**config.mk**
```make
export PLATFORM = sky130hd
export DESIGN_NAME = div_unit
export DESIGN_NICKNAME = d
export VERILOG_FILES = /design/src/rtl/div_unit.sv
export SDC_FILE = /design/constraint.sdc
export NUM_CORES = 1
export LEC_CHECK = 0
export CORE_ASPECT_RATIO = 0.75
export CORE_MARGIN = 3
export CORE_UTILIZATION = 50
export DETAILED_ROUTE_END_ITERATION = 10
export PLACE_DENSITY = 0.73
export REMOVE_ABC_BUFFERS = 1
export SYNTH_ARGS = -nofsm -noshare
export SYNTH_HDL_FRONTEND = slang
export SYNTH_SLANG_ARGS = --single-unit
```
**constraint.sdc**
```tcl
create_clock -name clk -period 4.76 [get_ports clk]
set_input_delay 0.952 -clock clk [delete_from_list [all_inputs] [get_ports clk]]
set_output_delay 0.952 -clock clk [all_outputs]
set_load 0.05 [all_outputs]
```
**src/rtl/div_unit.sv**
```systemverilog
// ============================================================================
// Module   : div_unit
// Purpose  : Iterative restoring divider, signed/unsigned, one quotient bit
//            per cycle, with divide-by-zero and signed-overflow handling.
// Revision : 1.0
// ============================================================================
`default_nettype none

module div_unit #(
    parameter int DATA_WIDTH = 32
) (
    input  logic                  clk,
    input  logic                  reset,
    input  logic                  start,
    input  logic                  signed_op,
    input  logic [DATA_WIDTH-1:0] dividend,
    input  logic [DATA_WIDTH-1:0] divisor,
    output logic                  busy,
    output logic                  done,
    output logic [DATA_WIDTH-1:0] quotient,
    output logic [DATA_WIDTH-1:0] remainder,
    output logic                  div_by_zero
);

    localparam int               CNT_W    = (DATA_WIDTH > 1) ? $clog2(DATA_WIDTH) : 1;
    localparam logic [CNT_W-1:0] LAST_CNT = CNT_W'(DATA_WIDTH - 1);

    typedef enum logic [1:0] {
        IDLE = 2'd0,
        RUN  = 2'd1,
        FIX  = 2'd2,
        DONE = 2'd3
    } state_t;

    state_t                r_state;
    state_t                w_next;
    logic [CNT_W-1:0]      r_cnt;
    logic [DATA_WIDTH-1:0] r_rem;
    logic [DATA_WIDTH-1:0] r_quo;
    logic [DATA_WIDTH-1:0] r_dvs;
    logic                  r_neg_q;
    logic                  r_neg_r;

    logic                  w_accept;
    logic                  w_div_zero;
    logic [DATA_WIDTH-1:0] w_a_mag;
    logic [DATA_WIDTH-1:0] w_b_mag;
    logic [DATA_WIDTH:0]   w_shift;
    logic [DATA_WIDTH:0]   w_diff;
    logic                  w_sub_ok;

    assign w_accept   = start && ((r_state == IDLE) || (r_state == DONE));
    assign w_div_zero = (divisor == '0);

    // Negating MIN yields MIN, which read as unsigned is exactly 2^(W-1).
    assign w_a_mag = (signed_op && dividend[DATA_WIDTH-1]) ? -dividend : dividend;
    assign w_b_mag = (signed_op && divisor[DATA_WIDTH-1])  ? -divisor  : divisor;

    // Trial subtraction on the (W+1)-bit shifted partial remainder.
    assign w_shift  = {r_rem, r_quo[DATA_WIDTH-1]};
    assign w_diff   = w_shift - {1'b0, r_dvs};
    assign w_sub_ok = ~w_diff[DATA_WIDTH];

    always_ff @(posedge clk) begin
        if (reset) begin
            r_state <= IDLE;
        end else begin
            r_state <= w_next;
        end
    end

    always_comb begin
        w_next = r_state;
        busy   = 1'b0;
        done   = 1'b0;
        case (r_state)
            IDLE, DONE: begin
                done   = (r_state == DONE);
                w_next = IDLE;
                if (w_accept) begin
                    w_next = w_div_zero ? DONE : RUN;
                end
            end
            RUN: begin
                busy = 1'b1;
                if (r_cnt == LAST_CNT) begin
                    w_next = FIX;
                end
            end
            FIX: begin
                busy   = 1'b1;
                w_next = DONE;
            end
            default: w_next = IDLE;
        endcase
    end

    always_ff @(posedge clk) begin
        if (reset) begin
            r_cnt       <= '0;
            r_rem       <= '0;
            r_quo       <= '0;
            r_dvs       <= '0;
            r_neg_q     <= 1'b0;
            r_neg_r     <= 1'b0;
            quotient    <= '0;
            remainder   <= '0;
            div_by_zero <= 1'b0;
        end else begin
            case (r_state)
                IDLE, DONE: begin
                    if (w_accept) begin
                        r_cnt   <= '0;
                        r_rem   <= '0;
                        r_quo   <= w_a_mag;
                        r_dvs   <= w_b_mag;
                        r_neg_q <= signed_op & (dividend[DATA_WIDTH-1] ^ divisor[DATA_WIDTH-1]);
                        r_neg_r <= signed_op & dividend[DATA_WIDTH-1];
                        if (w_div_zero) begin
                            quotient    <= '1;
                            remainder   <= dividend;
                            div_by_zero <= 1'b1;
                        end else begin
                            div_by_zero <= 1'b0;
                        end
                    end
                end
                RUN: begin
                    r_rem <= w_sub_ok ? w_diff[DATA_WIDTH-1:0] : w_shift[DATA_WIDTH-1:0];
                    r_quo <= {r_quo[DATA_WIDTH-2:0], w_sub_ok};
                    r_cnt <= r_cnt + 1'b1;
                end
                FIX: begin
                    quotient  <= r_neg_q ? -r_quo : r_quo;
                    remainder <= r_neg_r ? -r_rem : r_rem;
                end
                default: ;
            endcase
        end
    end

endmodule

`default_nettype wire
```
After elaboration in Yosys (flattened, before gate mapping)

Index checks and enable logic that the tools add are counted.

Add/sub/neg operators: 6
Multipliers: 0
Divide/modulo/power cells: 0
Order comparisons: 0
Equal/unequal tests: 7
Shift operators: 0
Multiplexer cells: 24
Bitwise operators: 4
Reduce and logical (&&, ||, !) cells: 13

Operator list:

| operator            | number |
|---|---|
| $mux 32             | 11 |
| $pmux 32 s2         | 4 |
| $neg 32->32         | 4 |
| $sub 33x32->33      | 1 |
| $logic_not 32->1    | 1 |
| $pmux 5 s2          | 1 |
| $mux 2              | 3 |
| $ne 2x2->1 const B  | 3 |
| $pmux 2 s3          | 1 |
| $add 5x1->5 const B | 1 |
| $eq 5x5->1 const B  | 1 |
| $mux 5              | 1 |
| $eq 2x2->1 const B  | 2 |
| $reduce_and 2->1    | 2 |
| $reduce_bool 2->1   | 2 |
| $reduce_or 2->1     | 2 |
| $logic_and 1x1->1   | 3 |
| $mux 1              | 3 |
| $reduce_and 3->1    | 1 |
| $and 1x1->1         | 2 |
| $eq 2x1->1 const B  | 1 |
| $logic_not 2->1     | 1 |
| $logic_or 1x1->1    | 1 |
| $not 1->1           | 1 |
| $xor 1x1->1         | 1 |

Register bits: 170
Latch bits: 0
Bits in writable memories: 0
Bits in read-only memories: 0
Output and inout port bits: 67
Logic and storage cells: 64
Memories: 0

Logic depth before layout (Yosys ltp)

Depth in word-level cells: 5
Depth in mapped cells: 14
Gate-level depth less buffers: 12

Least setup slack after synthesis

No wires, ideal clock.

Path kind: flip-flop to flip-flop
Start point: register r_quo[31]
End point: register r_rem[23]
Data arrival time: 3130 ps
Path slack: 1500 ps
Stages on the path, launching flop included: 15
Path buffers: 2
Path through: dfxtp_1 > inv_1 > ha_1 > fa_1 > nand2b_1 > a21oi_1 > o211ai_1 > o211a_1 > or4_1 > and2_1 > o311ai_2 > buf_4 > buf_6 > mux2i_1 > o21ai_0

Longest elaborated chain between the ends: 3

RTL lines:

| what                   | RTL line | text |
|---|---|---|
| start, declared        | 39       | `logic [DATA_WIDTH-1:0] r_quo;` |
| start signal, assigned | 115      | `r_quo <= w_a_mag;` |
| start signal, assigned | 130      | `r_quo <= {r_quo[DATA_WIDTH-2:0], w_sub_ok};` |
| $sub 33x32->33         | 61       | `assign w_diff = w_shift - {1'b0, r_dvs};` |
| $mux 32                | 129      | `r_rem <= w_sub_ok ? w_diff[DATA_WIDTH-1:0] : w_shift[DATA_WIDTH-1:0];` |
| $pmux 32 s2            | 110      | `case (r_state)` |
| end signal, assigned   | 129      |  |
| end, declared          | 38       | `logic [DATA_WIDTH-1:0] r_rem;` |

No other way between the ends.
A chain may end at the register's enable or synchronous reset.

Final worst setup path

Start point: register r_quo[31]
End point: register r_rem[31]

The elaborated chain is that of the path after synthesis.

==> results.md <==
- Util after Layout: 0.614
- Layout area overhead: 19.3%
- Fin. max-slew vios: 0
- Met3 wire len: 2110 um
- Via Count: 10,700
- Post-synth EDFFs: 0
- Die Height: 134 um
- DR top layer: met4
- Area leader, netlist: dfxtp_1
- Clock-pin slew on the worst setup and hold paths: roughly 0.070 ns
- Port Buf Inserts: ~130
- CTS tree: yes
- Hold Crit Depth: 2
- Sequential area share after synthesis: 0.310
- Synth Warn #: 0
- Clk root buf: clkbuf_16
- Core box area: 21,400 um^2
- Flops & latches, synth: 170
- Grt ovf: 0
- Met2 Wirelength: 13,200 um
- Skew-Pair Late Insertion Delay: 0.44 ns
- Crit. End Element: flip-flop
- Relative slew slack: 0.221
- Final WL: 30,300 um
- Die width: 177 um
- WL met1: roughly 15,000 um
- Final ANT Viol Nets: 0
- Final setup skew: 0.0117 ns
- N_diodes: 0
- Period Utilization, post-route: 0.829
- CTS Buf Count: 17
- Min Tclk post-route: 3.95 ns
- Routability Congestion: ~0.91
- Worst EP arrival: around 4.3 ns
- Initial Util: 0.514
- Worst reg2reg path depth: 13
- CP startpoint kind: flip-flop
- Mux cell area share after synthesis: 0.0264
- Pre-Repair DR Iteration Count: 5
- Unrepaired setup endpoints after global routing: false
- Dominant cells by area after synthesis: dfxtp_1, xor2_1, nor2_1
- Die ar.: about 24,000 um^2
- Syn avg cell area: 7.71 um^2
- First-pass GRT wire length: 49,600 um
- Layout cell share with drive strength beyond 1: 0.0461
- Worst hold slack: 0.457 ns
- Leakage power: 4.80 nW
- Fin cells: ~1,800
- Post-synth cell types: between 60 and 70
- Fin. Hold Viols: 0
- HPWL Detailed: 21,900 um
- Clock Path Buffers: 2
- Initial antenna violation count: 0
- Max cap viols: 0
- # IOs: 135
- Largest net degree at the start of global routing: approximately 110
- XOR/XNOR Fraction of Synth Area: 0.112
- Most frequent cells in the layout: nor2_1, dfxtp_1, nand2_1, clkdlybuf4s50_1, xor2_1
- Dominant synthesized flop cell: dfxtp_1
- Synth Area in Simple Gates: 0.197
- H-tree Lvls: 4
- Worst-margin pin slew: between 1 and 1.5 ns
- Final instance area: 13,100 um^2
- Placed cells: 1,773
- Final net count: 1,614
- CTS sink cnt: 170
- DRC violations left: 0
- Setup bufs post-CTS: 0
- Vias in the first global route: 9,680
- Synthesized area: 11,000 um^2
- FP Rows: between 40 and 50
- Placed Instance Area: 12,500 um^2
- Crit path max fanout: 37
- Top cell type's share of synthesized area: 0.310
- Total GRT Usage: 0.253
- Power Density: 491 nW/um^2
- Status: completed
- Worst vdd ir: ~310 uV
- Post-cts sizing count: 0
- Synth Area in Adders: 0.0486
- Data required, critical path: around 5.1 ns
- Final setup fails: 0
- Main combinational cell family by area after synthesis: compound AO/OA/AOI/OAI gates
- Synth Area in Compound Gates: 0.254
- Routed len/inst: 16.8 um
- Hold crit path type: reg -> reg
- Max Clk Rate: 253 MHz
- Cells after Synth: 1,423
- Synth async-reset ratio: 0
- Worst setup path class: reg -> reg
- Hold Buf Count CTS: 0
- DR vias/cell: ~5.9
- Iteration-0 DRC Markers: 833
routing by layer:
metal	vias to the layer above	global-route usage
li1	5293	-
met3	24	0.0492
met1	5061	0.375
met2	330	0.386
met4	0	0.0440
met5	-	0
sequential cells by signal (all words and copies together) (netlist names):
signal / flops
r_state: 2
r_dvs: 32
r_neg_r: 1
r_rem: 32
r_neg_q: 1
remainder: 32
div_by_zero: 1
r_cnt: 5
quotient: 32
r_quo: 32
power breakdown:
group,internal (mW),switching [mW],total [mW],leakage [nW]
Clock,0.803,0.625,1.43,0.278
Combinational,1.04,1.98,3.02,3.14
Sequential,1.72,0.263,1.98,1.38
final timing paths:
kind	slack, ns	start	to
hold / removal	0.46	remainder[1]	remainder[1]
setup / recovery	0.81	r_quo[31]	r_rem[31]
hold reg to reg	0.46	remainder[1]	remainder[1]
setup reg to reg	0.81	r_quo[31]	r_rem[31]
area by class of cell:
class / count / area (um^2)
Multi-Input combinational cell: 1110 / 7040
Clock inverter: 13 / 143
Sequential cell: 170 / 3400
Clock buffer: 19 / 453
Inverter: 52 / 195
Timing Repair Buffer: 153 / 1510
Tap cell: 288 / 360
Fill cell: 1916 / 8250
synthesized netlist by cell type (7+ instances only):
cell type,count
o21ai_1,7
nand2_1,153
ha_1,41
nor4_1,13
a31oi_1,40
a311oi_1,38
clkbuf_1,77
xor2_1,99
mux2i_1,29
o41ai_1,14
dfxtp_1,170
a21oi_1,85
nand3_1,53
nor3_1,16
or3_1,19
nand2b_1,13
o21ai_0,80
xnor2_1,42
inv_1,52
a211oi_1,60
o31ai_1,29
a21o_1,19
nand4_1,7
nor2_1,171
nor2b_1,7
critical path, stage by stage, from the launching register on:
cell	delay, ns
dfxtp_1	0.34
inv_1	0.10
ha_1	0.25
fa_1	0.39
nand2b_1	0.19
a21oi_1	0.25
o211ai_1	0.20
o211a_1	0.24
or4_1	0.60
and2_1	0.26
o311ai_4	0.30
buf_12	0.27
nand2_1	0.22
o21ai_0	0.23
cells by family (layout without fill, tap and decap cells):
kind of cell	count (synthesis)	count (layout)
adders and majority gates	42	42
buffers and inverters	143	237
AOI/OAI and AO/OA	416	416
and+or+nand+nor	482	482
DFF	170	170
xor gates and xnor gates	141	141
muxes	29	29
through the flow:
stage	TNS [ns]	power, mW	setup WS [ns]
final	0	6.43	0.812
after global routing	0	6.84	0.513
after CTS	0	6.42	0.889
after detailed placement	0	4.98	0.613
after global placement	0	4.93	0.725
after floorplan	-0.647	4.05	-0.0617
Note: power is estimated with default switching activity, not from simulation.
